$ cat src/rtl/iface_force_ctrl_pkg.sv
// Shared command opcodes and channel states for the interface force controller.
// Latency: n/a (types only).
// Backpressure: n/a (types only).
package iface_force_pkg;

  typedef enum logic [1:0] {
    OP_NOP         = 2'd0,
    OP_FORCE       = 2'd1,
    OP_FORCE_TIMED = 2'd2,
    OP_RELEASE     = 2'd3
  } cmd_op_e;

  typedef enum logic [1:0] {
    CH_FREE  = 2'd0,
    CH_HELD  = 2'd1,
    CH_TIMED = 2'd2
  } ch_state_e;

endpackage

$ cat src/rtl/iface_force_ctrl_if.sv
// Command handshake bundle between a force-command source and the controller.
// Latency: wires only.
// Backpressure: source holds a command until cmd_valid && cmd_ready at a rising edge.
interface iface_force_ctrl_if
  import iface_force_pkg::*;
#(
  parameter int CH_W  = 1,
  parameter int WIDTH = 1,
  parameter int CNT_W = 8
);
  logic             cmd_valid;
  logic             cmd_ready;
  cmd_op_e          cmd_op;
  logic [CH_W-1:0]  cmd_ch;
  logic [WIDTH-1:0] cmd_value;
  logic [CNT_W-1:0] cmd_cycles;

  modport master (output cmd_valid, cmd_op, cmd_ch, cmd_value, cmd_cycles, input cmd_ready);
  modport slave  (input cmd_valid, cmd_op, cmd_ch, cmd_value, cmd_cycles, output cmd_ready);
endinterface

$ cat src/rtl/iface_force_chan.sv
// One override channel: sticky or timed force of a value, with release pulse.
// Latency: command takes effect at the accepting edge; pulse one cycle after release/expiry.
// Backpressure: none, accepts a load every cycle.
module iface_force_chan
  import iface_force_pkg::*;
#(
  parameter int WIDTH = 1,
  parameter int CNT_W = 8
) (
  input  logic             clk,
  input  logic             rst_n,
  input  logic             ld,
  input  cmd_op_e          op,
  input  logic [WIDTH-1:0] value,
  input  logic [CNT_W-1:0] cycles,
  output logic [WIDTH-1:0] val,
  output logic             forced,
  output logic             release_pulse
);

  localparam logic [1:0] S_FREE  = CH_FREE;
  localparam logic [1:0] S_HELD  = CH_HELD;
  localparam logic [1:0] S_TIMED = CH_TIMED;

  logic [1:0]       state;
  logic [CNT_W-1:0] cnt;
  logic             take;

  // A command only disturbs the channel when it actually changes something;
  // NOP and zero-length timed forces let an active timer keep running.
  always_comb begin
    take = ld && ((op == OP_FORCE) || (op == OP_RELEASE) ||
                  ((op == OP_FORCE_TIMED) && (cycles != '0)));
  end

  // Channel FSM: a new command beats expiry on the same edge; timers stop at zero.
  always_ff @(posedge clk or negedge rst_n) begin
    if (!rst_n) begin
      state         <= S_FREE;
      val           <= '0;
      cnt           <= '0;
      release_pulse <= 1'b0;
    end else begin
      release_pulse <= 1'b0;
      if (take) begin
        case (op)
          OP_FORCE: begin
            state <= S_HELD;
            val   <= value;
            cnt   <= '0;
          end
          OP_FORCE_TIMED: begin
            state <= S_TIMED;
            val   <= value;
            cnt   <= cycles;
          end
          default: begin
            if (state != S_FREE) release_pulse <= 1'b1;
            state <= S_FREE;
            cnt   <= '0;
          end
        endcase
      end else if (state == S_TIMED) begin
        cnt <= cnt - CNT_W'(1);
        if (cnt == CNT_W'(1)) begin
          state         <= S_FREE;
          release_pulse <= 1'b1;
        end
      end
    end
  end

  assign forced = (state != S_FREE);

endmodule

$ cat src/rtl/iface_force_ctrl.sv
// Multi-channel override controller: passes or forces per-channel driver values.
// Latency: command visible on drv_out/forced the cycle after acceptance; drv_in passes combinationally.
// Backpressure: cmd_ready low only in and straight out of reset, then one command per cycle.
module iface_force_ctrl
  import iface_force_pkg::*;
#(
  parameter int NUM_CH = 2,
  parameter int WIDTH  = 1,
  parameter int CNT_W  = 8,
  parameter int CH_W   = (NUM_CH > 1) ? $clog2(NUM_CH) : 1
) (
  input  logic                    clk,
  input  logic                    rst_n,
  iface_force_ctrl_if.slave       cmd,
  input  logic [NUM_CH*WIDTH-1:0] drv_in,
  output logic [NUM_CH*WIDTH-1:0] drv_out,
  output logic [NUM_CH-1:0]       forced,
  output logic [NUM_CH-1:0]       release_pulse,
  output logic                    cmd_err
);

  logic             rdy_q;
  logic             accept;
  logic             ch_ok;
  logic [WIDTH-1:0] ch_val [NUM_CH];

  assign cmd.cmd_ready = rdy_q;
  assign accept        = cmd.cmd_valid && rdy_q;
  // Extra bit so the range check works even when NUM_CH is a power of two.
  assign ch_ok         = ({1'b0, cmd.cmd_ch} < (CH_W + 1)'(NUM_CH));

  // Ready comes up on the first edge out of reset and stays up.
  always_ff @(posedge clk or negedge rst_n) begin
    if (!rst_n) rdy_q <= 1'b0;
    else        rdy_q <= 1'b1;
  end

  // Flag accepted commands aimed at a channel that does not exist.
  always_ff @(posedge clk or negedge rst_n) begin
    if (!rst_n) cmd_err <= 1'b0;
    else        cmd_err <= accept && !ch_ok;
  end

  for (genvar i = 0; i < NUM_CH; i++) begin : g_ch
    iface_force_chan #(
      .WIDTH (WIDTH),
      .CNT_W (CNT_W)
    ) u_chan (
      .clk           (clk),
      .rst_n         (rst_n),
      .ld            (accept && (cmd.cmd_ch == CH_W'(i))),
      .op            (cmd.cmd_op),
      .value         (cmd.cmd_value),
      .cycles        (cmd.cmd_cycles),
      .val           (ch_val[i]),
      .forced        (forced[i]),
      .release_pulse (release_pulse[i])
    );

    assign drv_out[i*WIDTH +: WIDTH] = forced[i] ? ch_val[i] : drv_in[i*WIDTH +: WIDTH];
  end

endmodule

$ cat src/flat_wrapper.sv
// flat-port wrapper written by rule: the top's interface ports become plain ports
module iface_force_ctrl_flat import iface_force_pkg::*;
#(
  parameter int NUM_CH = 2,
  parameter int WIDTH  = 1,
  parameter int CNT_W  = 8,
  parameter int CH_W   = (NUM_CH > 1) ? $clog2(NUM_CH) : 1
)
  (clk, rst_n, drv_in, drv_out, forced, release_pulse, cmd_err, cmd_cmd_valid, cmd_cmd_op, cmd_cmd_ch, cmd_cmd_value, cmd_cmd_cycles, cmd_cmd_ready);
  iface_force_ctrl_if #(.CH_W(CH_W), .WIDTH(WIDTH), .CNT_W(CNT_W)) cmd_i ();
  input  logic clk;
  input  logic rst_n;
  input  logic [NUM_CH*WIDTH-1:0] drv_in;
  output logic [NUM_CH*WIDTH-1:0] drv_out;
  output logic [NUM_CH-1:0] forced;
  output logic [NUM_CH-1:0] release_pulse;
  output logic cmd_err;
  input wire logic [$bits(cmd_i.cmd_valid)-1:0] cmd_cmd_valid;
  input wire logic [$bits(cmd_i.cmd_op)-1:0] cmd_cmd_op;
  input wire logic [$bits(cmd_i.cmd_ch)-1:0] cmd_cmd_ch;
  input wire logic [$bits(cmd_i.cmd_value)-1:0] cmd_cmd_value;
  input wire logic [$bits(cmd_i.cmd_cycles)-1:0] cmd_cmd_cycles;
  output wire logic [$bits(cmd_i.cmd_ready)-1:0] cmd_cmd_ready;
  assign cmd_i.cmd_valid = cmd_cmd_valid;
  assign cmd_i.cmd_op = cmd_cmd_op;
  assign cmd_i.cmd_ch = cmd_cmd_ch;
  assign cmd_i.cmd_value = cmd_cmd_value;
  assign cmd_i.cmd_cycles = cmd_cmd_cycles;
  assign cmd_cmd_ready = cmd_i.cmd_ready;
  iface_force_ctrl #(.NUM_CH(NUM_CH), .WIDTH(WIDTH), .CNT_W(CNT_W), .CH_W(CH_W)) u_core (.clk(clk), .rst_n(rst_n), .cmd(cmd_i), .drv_in(drv_in), .drv_out(drv_out), .forced(forced), .release_pulse(release_pulse), .cmd_err(cmd_err));
endmodule
$ cat config.mk
export PLATFORM = sky130hd
export DESIGN_NAME = iface_force_ctrl_flat
export DESIGN_NICKNAME = d
export VERILOG_FILES = /design/src/rtl/iface_force_ctrl_pkg.sv /design/src/rtl/iface_force_ctrl_if.sv /design/src/rtl/iface_force_chan.sv /design/src/rtl/iface_force_ctrl.sv /design/src/flat_wrapper.sv
export SDC_FILE = /design/constraint.sdc
export NUM_CORES = 1
export LEC_CHECK = 0
export BUFFER_PORTS_ARGS = -buffer_cell sky130_fd_sc_hd__clkbuf_2
export CORE_ASPECT_RATIO = 1.5
export CORE_MARGIN = 5
export CORE_UTILIZATION = 41
export DETAILED_ROUTE_END_ITERATION = 6
export PLACE_DENSITY = 0.68
export SLEW_MARGIN = 20
export SYNTH_ARGS = -nofsm -noshare
export SYNTH_HDL_FRONTEND = slang
export SYNTH_SLANG_ARGS = --single-unit
$ cat constraint.sdc
create_clock -name clk -period 4.4 [get_ports clk]
set_input_delay 0.88 -clock clk [delete_from_list [all_inputs] [get_ports clk]]
set_output_delay 0.88 -clock clk [all_outputs]
set_load 0.01 [all_outputs]
==> run metrics <==
TNS Setup 0 ns; sequential area share after synthesis between 40% and 50%; DP HPWL 2440 um; port buffer count 23; LEAKAGE about 0.8 nW; critical path data arrival time 2.84 ns; maxcap violations 0; compound-gate portion of the synthesized area 4.16%; post_cts resized 0; min Tclk post-route 2.68 ns; area leader, netlist dfrtp_1; critical path depth in cells 5; Initial Utilization 42.0%; Clock Skew 0.00117 ns; clk slew on worst S/H paths 0.08 ns; CTS Buffer Depth 2; vias in the first global route 1169; Post-Synth Simple-Gate Area 15.7%; Filler cells 355; WP buf/inv 1; H-Tree Depth 1; GR Util All Layers 13.5%; Boundary Pins 25; die area 5090 um2; DRT Pass-1 Iters 4; hold_ws 0.508 ns; HP Class register to register; clk_lat worst skew 0.26 ns; Reg2Reg Depth 6; setup violators final 0; Post-Synth Adder-Cell Area 7.34%; critical path peak fanout 11; global-route wire length before repair 5310 um; vias 1095; PD cells 505 nW/um2; relative slew slack 51.3%; FMAX 0.373 GHz; XOR/XNOR Fraction of Synth Area 7.99%; clock root buffer clkbuf_8; unrepaired setup endpoints after global routing false; Primary FF master, synth dfrtp_1; n_diodes 0; Worst Tran Pin Value 0.731 ns; ratio of final minimum period to clock period 60.9%; Worst setup SP type input port; async set-reset flop share out of synthesis 100%; fin nets 192; initial antenna violation count 0; Synth Cell Area 1530 um2; drt wl/cell 14.7 um; multiplexer area fraction after synthesis 17.5%; critical path class input port to register; Synth Instances around 150; pre-CTS setup slack roughly 1.5 ns; Area contributors post-synth dfrtp_1, mux2i_1, ha_1; Total Wirelength 3060 um; most common library cells after synthesis dfrtp_1, mux2i_1, nand2_1, ha_1, inv_1; CTS tree yes; CP delay by family, top compound AO/OA/AOI/OAI gates; chip width 59.9 um; Hold Path Stages 1; RD Place Congestion ~0.9; post-synth cell types 33; CP endpoint kind register; CTS buffer count 3; top cell type's share of synthesized area about two fifths; Pins Over Slew Limit 0; DRC errors left 0; worst vdd ir 0.258 mV; fin worst setup slack between 1.5 and 2 ns; Area Overhead vs Synth 10.3%; Ys Warns 0; total of flip-flops plus latches after synthesis 25; grt ovf 0; largest net degree at the start of global routing 26; Final Hold Fails 0; drt via density 5.26; most common cell in the synthesized netlist dfrtp_1; CP max-delay cell o21ai_2; ratio of cells with drive above 1 in the final layout 22.4%; critical-path cell list clkbuf_2 -> or4_1 -> o2111a_1 -> o21ai_2 -> mux2_2; outcome complete, no violations; core area roughly 3600 um2; Chip Height approximately 85 um; largest family of logic cells by synthesized area multiplexers; CP peak stage delay 0.60 ns; Required @ worst endpoint 4.56 ns; CTS Hold Bufs 0; row cnt 27; Post-CTS Setup Repair Bufs 0; post-route ant nets 0; syn nets roughly 170; Syn Area/Cell 10.6 um2; EDFF count, synth 0; Clock Sinks 25; First DRT Iteration DRCs 24
[cells by family (layout without fill, tap and decap cells)]
logic type               after synthesis  after routing
AO/OA/AOI/OAI                          9              9
XOR/XNOR                              14             14
adder cells (fa/ha/maj)                9              9
buffers and inverters                 16             36
flip-flops                            25             25
multiplexers                          26             26
other                                  2              2
AND/OR/NAND/NOR                       44             44
[through the flow]
stage	total power [mW]	std cells	utilization [%]	instance area, um2
floorplan	0.643	145	-	1530
global placement	0.703	204	45.1	1650
detailed placement	0.725	204	45.1	1650
CTS	0.866	208	46.4	1690
global route	0.931	208	46.4	1690
finish	0.855	208	46.4	1690
[placed cells by master, fill, tap and decap left out, types with 3 or more instances in the layout]
cell,instances
nor2_1,7
mux2_2,6
mux2i_1,20
dfrtp_1,25
xnor2_1,7
a21oi_1,3
xor2_1,7
inv_1,8
clkbuf_2,23
clkbuf_8,3
ha_1,9
nand2_1,15
[layout make-up]
| cell class | count | area [um2] | share of cell area, % |
|---|---|---|---|
| Clock buffer | 4 | 45.0 | 2.66 |
| Timing Repair Buffer | 24 | 123 | 7.25 |
| Inverter | 8 | 30.0 | 1.78 |
| Tap cell | 43 | 53.8 | 3.18 |
| Multi-Input combinational cell | 104 | 815 | 48.2 |
| Sequential cell | 25 | 626 | 37.0 |
[flip-flops by register name, summed over array words and instances, names as in the netlist]
signal,count
u_core.cmd.cmd_ready,1
u_core.g_ch.u_chan.cnt,16
u_core.g_ch.u_chan.release_pulse,2
u_core.g_ch.u_chan.state,4
u_core.g_ch.u_chan.val,2
[power breakdown]
group | leakage, nW | switching [mW] | total [mW] | internal [mW]
clock network | 0.0228 | 0.0697 | 0.134 | 0.0647
logic | 0.482 | 0.162 | 0.325 | 0.163
registers | 0.315 | 0.0779 | 0.395 | 0.318
total | 0.820 | 0.310 | 0.855 | 0.545
[metal layers]
metal	GRT usage, %	vias to the layer above	wire length, um
met5	0	-	0
met4	5.24	0	46
met3	2.74	5	166
met2	22.1	28	1580
met1	16.9	533	1270
li1	-	529	-
[worst paths after layout]
| path | end | slack (ns) | from |
|---|---|---|---|
| min in group asynchronous | u_core.g_ch[0].u_chan.cnt[5] | 0.62 | rst_n |
| setup reg to reg | u_core.g_ch[1].u_chan.state[1] | 2.58 | u_core.g_ch[1].u_chan.cnt[1] |
| hold / removal | u_core.g_ch[1].u_chan.val | 0.51 | u_core.g_ch[1].u_chan.val |
| hold reg to reg | u_core.g_ch[1].u_chan.val | 0.51 | u_core.g_ch[1].u_chan.val |
| max in group asynchronous | u_core.g_ch[1].u_chan.release_pulse | 3.37 | rst_n |
| setup / recovery | u_core.g_ch[1].u_chan.state[0] | 1.72 | cmd_cmd_cycles[5] |
(Power assumes the default switching activity.)
